**config.mk**
```make
export PLATFORM = sky130hd
export DESIGN_NAME = uart_tx
export DESIGN_NICKNAME = d
export VERILOG_FILES = /design/src/rtl/uart_tx.sv
export SDC_FILE = /design/constraint.sdc
export NUM_CORES = 1
export LEC_CHECK = 0
export ABC_AREA = 1
export BUFFER_PORTS_ARGS = -buffer_cell sky130_fd_sc_hd__clkbuf_2
export CAP_MARGIN = 15
export CELL_PAD_IN_SITES_DETAIL_PLACEMENT = 1
export CELL_PAD_IN_SITES_GLOBAL_PLACEMENT = 1
export CORE_MARGIN = 5
export CORE_UTILIZATION = 47
export CTS_CLUSTER_SIZE = 12
export DETAILED_ROUTE_END_ITERATION = 8
export PLACE_DENSITY = 0.88
export SYNTH_ARGS = -nofsm -noshare
export SYNTH_HDL_FRONTEND = slang
export SYNTH_SLANG_ARGS = --single-unit
export TNS_END_PERCENT = 50
```
**constraint.sdc**
```tcl
create_clock -name clk -period 2.85 [get_ports clk]
set_clock_uncertainty 0.05 [all_clocks]
set_input_delay 0.57 -clock clk [delete_from_list [all_inputs] [get_ports clk]]
set_output_delay 0.57 -clock clk [all_outputs]
set_load 0.01 [all_outputs]
```
**src/rtl/uart_tx.sv**
```systemverilog
// uart_tx: 8N1 UART transmitter with a one-byte holding register.
// Bytes arrive on a valid/ready handshake. Each frame is a start bit,
// 8 data bits sent LSB first, an optional parity bit and a stop bit.
// Every bit lasts CLKS_PER_BIT clocks.
// Optional even parity is enabled by defining UART_TX_PARITY_EN.
module uart_tx #(
  parameter int unsigned CLKS_PER_BIT = 868
) (
  input  logic       clk,
  input  logic       reset,
  input  logic [7:0] d_i,
  input  logic       valid_i,
  output logic       ready_o,
  output logic       tx_o,
  output logic       busy_o,
  output logic       done_o
);

  localparam int unsigned   TW       = $clog2(CLKS_PER_BIT) + 1;
  localparam logic [TW-1:0] BIT_LAST = TW'(CLKS_PER_BIT - 1);

  typedef enum logic [2:0] {
    IDLE,
    START,
    DATA,
`ifdef UART_TX_PARITY_EN
    PARITY,
`endif
    STOP
  } state_t;

  state_t        r_state, w_state;
  logic [TW-1:0] r_timer, w_timer;
  logic [7:0]    r_shift, w_shift;
  logic [2:0]    r_idx, w_idx;
  logic [7:0]    r_hold, w_hold;
  logic          r_hold_full, w_hold_full;
  logic          r_tx, w_tx;
  logic          r_busy, w_busy;
  logic          r_done, w_done;
`ifdef UART_TX_PARITY_EN
  logic          r_par, w_par;
`endif

  logic w_bit_end;
  logic w_accept;
  logic w_bypass;
  logic w_load_hold;

  assign ready_o = ~r_hold_full;
  assign tx_o    = r_tx;
  assign busy_o  = r_busy;
  assign done_o  = r_done;

  // Next-state, bit timing, handshake and line-level decisions.
  always_comb begin
    w_state     = r_state;
    w_shift     = r_shift;
    w_idx       = r_idx;
    w_hold      = r_hold;
    w_hold_full = r_hold_full;
    w_tx        = r_tx;
    w_busy      = r_busy;
    w_done      = 1'b0;
`ifdef UART_TX_PARITY_EN
    w_par       = r_par;
`endif
    w_bit_end   = (r_timer == '0);
    w_accept    = valid_i && !r_hold_full;
    w_bypass    = 1'b0;
    w_load_hold = 1'b0;
    w_timer     = (r_state == IDLE || w_bit_end) ? BIT_LAST : r_timer - TW'(1);

    case (r_state)
      IDLE: begin
        if (r_hold_full) w_load_hold = 1'b1;
        else if (w_accept) w_bypass = 1'b1;
      end
      START: begin
        if (w_bit_end) begin
          w_state = DATA;
          w_tx    = r_shift[0];
        end
      end
      DATA: begin
        if (w_bit_end) begin
          w_shift = {1'b0, r_shift[7:1]};
          w_idx   = r_idx + 3'd1;
          if (r_idx == 3'd7) begin
`ifdef UART_TX_PARITY_EN
            w_state = PARITY;
            w_tx    = r_par;
`else
            w_state = STOP;
            w_tx    = 1'b1;
`endif
          end else begin
            w_tx = r_shift[1];
          end
        end
      end
`ifdef UART_TX_PARITY_EN
      PARITY: begin
        if (w_bit_end) begin
          w_state = STOP;
          w_tx    = 1'b1;
        end
      end
`endif
      STOP: begin
        if (w_bit_end) begin
          w_done = 1'b1;
          if (r_hold_full) w_load_hold = 1'b1;
          else if (w_accept) w_bypass = 1'b1;
          else begin
            w_state = IDLE;
            w_tx    = 1'b1;
            w_busy  = 1'b0;
          end
        end
      end
      default: w_state = IDLE;
    endcase

    // Shared frame launch for both the queued byte and a bypass accept,
    // so a frame can start straight out of STOP with no idle cycle.
    if (w_bypass || w_load_hold) begin
      w_state = START;
      w_tx    = 1'b0;
      w_busy  = 1'b1;
      w_idx   = '0;
      w_shift = w_load_hold ? r_hold : d_i;
`ifdef UART_TX_PARITY_EN
      w_par   = ^w_shift;
`endif
      if (w_load_hold) w_hold_full = 1'b0;
    end

    if (w_accept && !w_bypass) begin
      w_hold      = d_i;
      w_hold_full = 1'b1;
    end
  end

  // State and output registers with synchronous reset.
  always_ff @(posedge clk) begin
    if (reset) begin
      r_state     <= IDLE;
      r_timer     <= BIT_LAST;
      r_shift     <= '0;
      r_idx       <= '0;
      r_hold      <= '0;
      r_hold_full <= 1'b0;
      r_tx        <= 1'b1;
      r_busy      <= 1'b0;
      r_done      <= 1'b0;
`ifdef UART_TX_PARITY_EN
      r_par       <= 1'b0;
`endif
    end else begin
      r_state     <= w_state;
      r_timer     <= w_timer;
      r_shift     <= w_shift;
      r_idx       <= w_idx;
      r_hold      <= w_hold;
      r_hold_full <= w_hold_full;
      r_tx        <= w_tx;
      r_busy      <= w_busy;
      r_done      <= w_done;
`ifdef UART_TX_PARITY_EN
      r_par       <= w_par;
`endif
    end
  end

endmodule

```
---- Yosys cells after proc, flatten, opt, wreduce, memory -nomap -nowiden ----
Cells that the tools add are included.
cells by class
  add/subtract/negate cells ............... 2
  equal/unequal tests ..................... 19
  mux-type cells .......................... 36
  bitwise operators ....................... 3
  reduce and logical (&&, ||, !) cells .... 24
operators by type and width
  operator                 count
  $mux W8                  4
  $mux W1                  22
  $mux W3                  6
  $ne A3 B3 Y1 const B     6
  $reduce_and A7 Y1        2
  $ne A2 B2 Y1 const B     6
  $pmux W3 S4              1
  $logic_not A11 Y1        1
  $sub A11 B1 Y11 const B  1
  $reduce_bool A2 Y1       5
  $eq A3 B2 Y1 const B     2
  $ne A2 B1 Y1 const B     3
  $reduce_and A2 Y1        3
  $reduce_and A6 Y1        1
  $reduce_or A2 Y1         3
  $pmux W1 S2              2
  $reduce_and A4 Y1        1
  $reduce_bool A4 Y1       1
  $add A3 B1 Y3 const B    1
  $eq A3 B1 Y1 const B     1
  $eq A3 B3 Y1 const B     1
  $logic_not A3 Y1         1
  $not A1 Y1               3
  $pmux W1 S3              1
  3 further kinds          6
word-level totals
  register bits ........................... 37
  input port bits ......................... 11

---- Longest topological paths before layout ----
  word-level depth ........................ 10
  mapped depth ............................ 13
  depth with buffers taken out ............ 12

---- Worst setup path after synthesis ----
No wires, ideal clock.
  path kind ............................... reg2reg
  from .................................... register r_state[1]
  to ...................................... register r_state[0]
  arrival ................................. 1.545 ns
  required time ........................... 2.682 ns
  setup slack ............................. 1.137 ns
  cell stages (with the launch flop) ...... 9
  path buffers ............................ 1
  cells stage by stage .................... dfxtp_1 inv_1 ha_1 clkinv_1 nand2_4 nand2_4 buf_8 nor3_1 nor2_1
on the way
  word-level cells in the longest chain between the ends .. 5
  elaborated cells between the ends (all ways) .. 17
RTL lines
  what                                                           line  RTL
  start: declaration                                             32    state_t r_state, w_state;
  start signal: assignment                                       161   r_state <= w_state;
  $eq A3 B2 Y1 or $logic_not A3 Y1 (tied branches)               74    case (r_state)
  $pmux W1 S2                                                    74
  $logic_or A1 B1 Y1                                             127   if (w_bypass || w_load_hold) begin
  $ne A3 B3 Y1 (no source line) or $ne A2 B1 Y1 (tied branches)  --
  $reduce_and A7 Y1 (no source line)                             --
Several ways; a longest one is shown, not always the timed one.
A chain may end at the register's enable or synchronous reset.

---- Worst setup path after layout ----
  from .................................... register r_state[1]
  to ...................................... register r_idx[2]
on the way
  word-level cells in the longest chain between the ends .. 4
  elaborated cells between the ends (all ways) .. 8
RTL lines
  what                                              line  RTL
  $eq A3 B2 Y1 or $logic_not A3 Y1 (tied branches)  74
  $pmux W1 S2                                       74
  $logic_or A1 B1 Y1                                127
  $reduce_or A2 Y1 (no source line)                 --
  end signal: assignment                            164   r_idx <= w_idx;
  end: declaration                                  35    logic [2:0] r_idx, w_idx;
Several ways; a longest one is shown, not always the timed one.

==> impl_metrics.tcl <==
set metrics [dict create \
    transition_time_of_the_tightest_slew_check_pin_ns 0.5245 \
    dieHeight_um 74.75 \
    cts-root-to-sink-buffers 2 \
    hpwl_mm 3.420 \
    status "complete, no violations" \
    tritoncts "yes" \
    cts.repair_timing.setup_buffer_count 0 \
    drt_iter0_markers 75 \
    syn-cell-area_mm2 0.001971 \
    vias_per_cell 5.261 \
    floorplan.core_area_mm2 0.004029 \
    cpMostUsedCell "sky130_fd_sc_hd__nand2_4" \
    rows 23 \
    pre_cts_ws_ns 0.7777 \
    cts_inserted_buffers 5 \
    critical_path.cell_chain "inv_1, ha_1, clkinv_1, nand2_4, nand2_4, inv_2, nand2_1, a21oi_1" \
    final.period_utilization 0.7303 \
    count_of_final_setup_violators 0 \
    layout.cells.most_common_list "sky130_fd_sc_hd__nand2_1, sky130_fd_sc_hd__inv_1, sky130_fd_sc_hd__dfxtp_1, sky130_fd_sc_hd__nand3_1" \
    ios 15 \
    critPathRequiredTime_ns 3.02 \
    initial_core_util 0.4891 \
    design.die.area_mm2 0.005588 \
    finalWirelength_mm 4.480 \
    count_of_maximum_capacitance_violations 0 \
    worst_path_max_delay_cell "sky130_fd_sc_hd__dfxtp_1" \
    signal_arrival_time_at_the_worst_endpoint_ns 2.25 \
    hold_path.class "reg -> reg" \
    vias 1715 \
    post_cts_hold_buffer_count 0 \
    drive_above_1_share 0.1993 \
    area_growth_pct 8.508 \
    syn_avg_cell_area_um2 7.550 \
    max_clock_freq_mhz 480.5 \
    layout_commonest_cell "sky130_fd_sc_hd__nand2_1" \
    post-route-drc-count 0 \
    yosysTopAreaCell "sky130_fd_sc_hd__dfxtp_1" \
    design.final.nets 295 \
    slowest_delay_ns 0.39 \
    post_cts_sizing_count 0 \
    groute.usage.overall 0.1830 \
    synth_fp_nets 280 \
    cts.reportedPaths.clkPinSlew_ns 0.07 \
    critical-path-top-delay-family "simple AND/OR/NAND/NOR gates" \
    globalRouteOverflowTotal 0 \
    grt_pass1_wl_mm 7.893 \
    fin_crit_ns 2.081 \
    peak_ir_drop_on_the_vdd_network_mv 0.4295 \
    cts_sinks 36 \
    post_synth_main_area_contributors "sky130_fd_sc_hd__dfxtp_1, sky130_fd_sc_hd__nand2_1, sky130_fd_sc_hd__inv_1" \
    max_slew_violation_count 0 \
    total_power_mw 1.689 \
    final-hold-violation-count 0 \
    die_width_um 74.75 \
    yosys_warnings 0 \
    cp_max_fanout 24 \
    drt_pre_antenna_iters 4 \
    worstPathBufferInverterCount 3 \
    clk_root_buffer_cell "sky130_fd_sc_hd__clkbuf_8" \
    rsz0062_at_grt "false" \
    synth_instances 261 \
    synth.ff_latch_count 36 \
    synth_seq_area_share 0.3657 \
    antenna_found_initial 0 \
    cts_htree_levels 2 \
    cell_pwr_density_mw_per_mm2 789.9 \
    synth_top_area_frac 0.3657 \
    fin_ws_ns 0.7687 \
    static-leakage-power_nw 0.9919 \
    worst_setup_path_class "reg -> reg" \
    fin_setup_tns_ns 0 \
    num_antenna_cells 0 \
    timing.max_slew.rel_slack 0.6481 \
    critPathCaptureType "register" \
    detailed_route_wire_length_per_cell_um 13.74 \
    grt_start_max_net_pins 25 \
    worstSetupStartpointType "register" \
    first_global_vias 1732 \
    postRouteAntennaNets 0 \
    port-buffer-count 14 \
    routabilityCongestion 0.8030 \
    worst_skew_pair.late_latency_ns 0.29 \
    ys_types 32 \
]
-- metrics by stage --
step,hold slack (ns),utilization,instances,cell area (µm²)
finish,0.3640,0.5307,326,2138
detailed placement,0.3502,0.5068,319,2042
floorplan,0.3287,-,261,1971
global placement,0.3420,0.5068,319,2042
global route,0.4067,0.5307,326,2138
CTS,0.3685,0.5307,326,2138
-- area by class of cell --
class	instances	area, µm²
Sequential cell	36	720.7
Timing Repair Buffer	15	77.57
Fill cell	534	1891
Tap cell	50	62.56
Clock buffer	7	96.34
Multi-Input combinational cell	170	1001
Inverter	48	180.2
-- metal layers --
layer	vias to the layer above	track usage	share of wire
met4	0	0.05929	0.013
met3	6	0.04139	0.026
met5	-	0	0
met1	812	0.2278	0.45
met2	21	0.3132	0.51
li1	876	-	-
-- state kept, by name (all words and copies together) (netlist names) --
name and flops:
busy_o 1, r_idx 3, r_hold 8, tx_o 1
r_timer 11, r_state 2, r_shift 8, r_hold_full 1
done_o 1
-- where the power goes --
| part | internal, mW | total [mW] | switching [mW] |
|---|---|---|---|
| Sequential | 0.599 | 0.649 | 0.0500 |
| Clock | 0.215 | 0.391 | 0.176 |
| Combinational | 0.207 | 0.649 | 0.443 |
-- Yosys cell counts --
master,count
sky130_fd_sc_hd__nand2_1,41
sky130_fd_sc_hd__inv_1,40
sky130_fd_sc_hd__dfxtp_1,36
sky130_fd_sc_hd__nand3_1,24
sky130_fd_sc_hd__a21oi_1,17
sky130_fd_sc_hd__nand4_1,17
sky130_fd_sc_hd__nor2_1,16
sky130_fd_sc_hd__o21ai_1,10
sky130_fd_sc_hd__ha_1,8
sky130_fd_sc_hd__nand3_2,8
sky130_fd_sc_hd__inv_2,6
sky130_fd_sc_hd__nand2_4,5
sky130_fd_sc_hd__buf_6,3
sky130_fd_sc_hd__nor2_2,3
sky130_fd_sc_hd__a211oi_1,2
sky130_fd_sc_hd__a21oi_2,2
sky130_fd_sc_hd__buf_4,2
sky130_fd_sc_hd__clkinv_1,2
sky130_fd_sc_hd__nand2_2,2
sky130_fd_sc_hd__nor3_1,2
sky130_fd_sc_hd__o21ai_0,2
sky130_fd_sc_hd__or2_2,2
sky130_fd_sc_hd__xnor2_1,2
sky130_fd_sc_hd__buf_2,1
sky130_fd_sc_hd__buf_8,1
sky130_fd_sc_hd__nor2_4,1
sky130_fd_sc_hd__nor3_2,1
sky130_fd_sc_hd__nor3_4,1
sky130_fd_sc_hd__o211ai_2,1
sky130_fd_sc_hd__o21ai_2,1
sky130_fd_sc_hd__o31ai_1,1
sky130_fd_sc_hd__xor2_1,1
-- final timing paths --
| kind | end | start | cells past startpoint | slack (ns) |
|---|---|---|---|---|
| setup / recovery | r_idx[2] | r_state[1] | 8 | 0.77 |
| hold / removal | r_timer[0] | r_timer[0] | 1 | 0.36 |
| setup reg to reg | r_idx[2] | r_state[1] | 8 | 0.77 |
| hold reg to reg | r_timer[0] | r_timer[0] | 1 | 0.36 |
-- cells by family after synthesis --
logic type / after synthesis / share of synthesized area
AOI/OAI and AO/OA: 36 / 0.1048
xor gates and xnor gates: 3 / 0.01334
and+or+nand+nor: 123 / 0.3391
DFF: 36 / 0.3657
buffers and inverters: 55 / 0.1263
adders and majority gates: 8 / 0.05080
(Power assumes the default switching activity.)
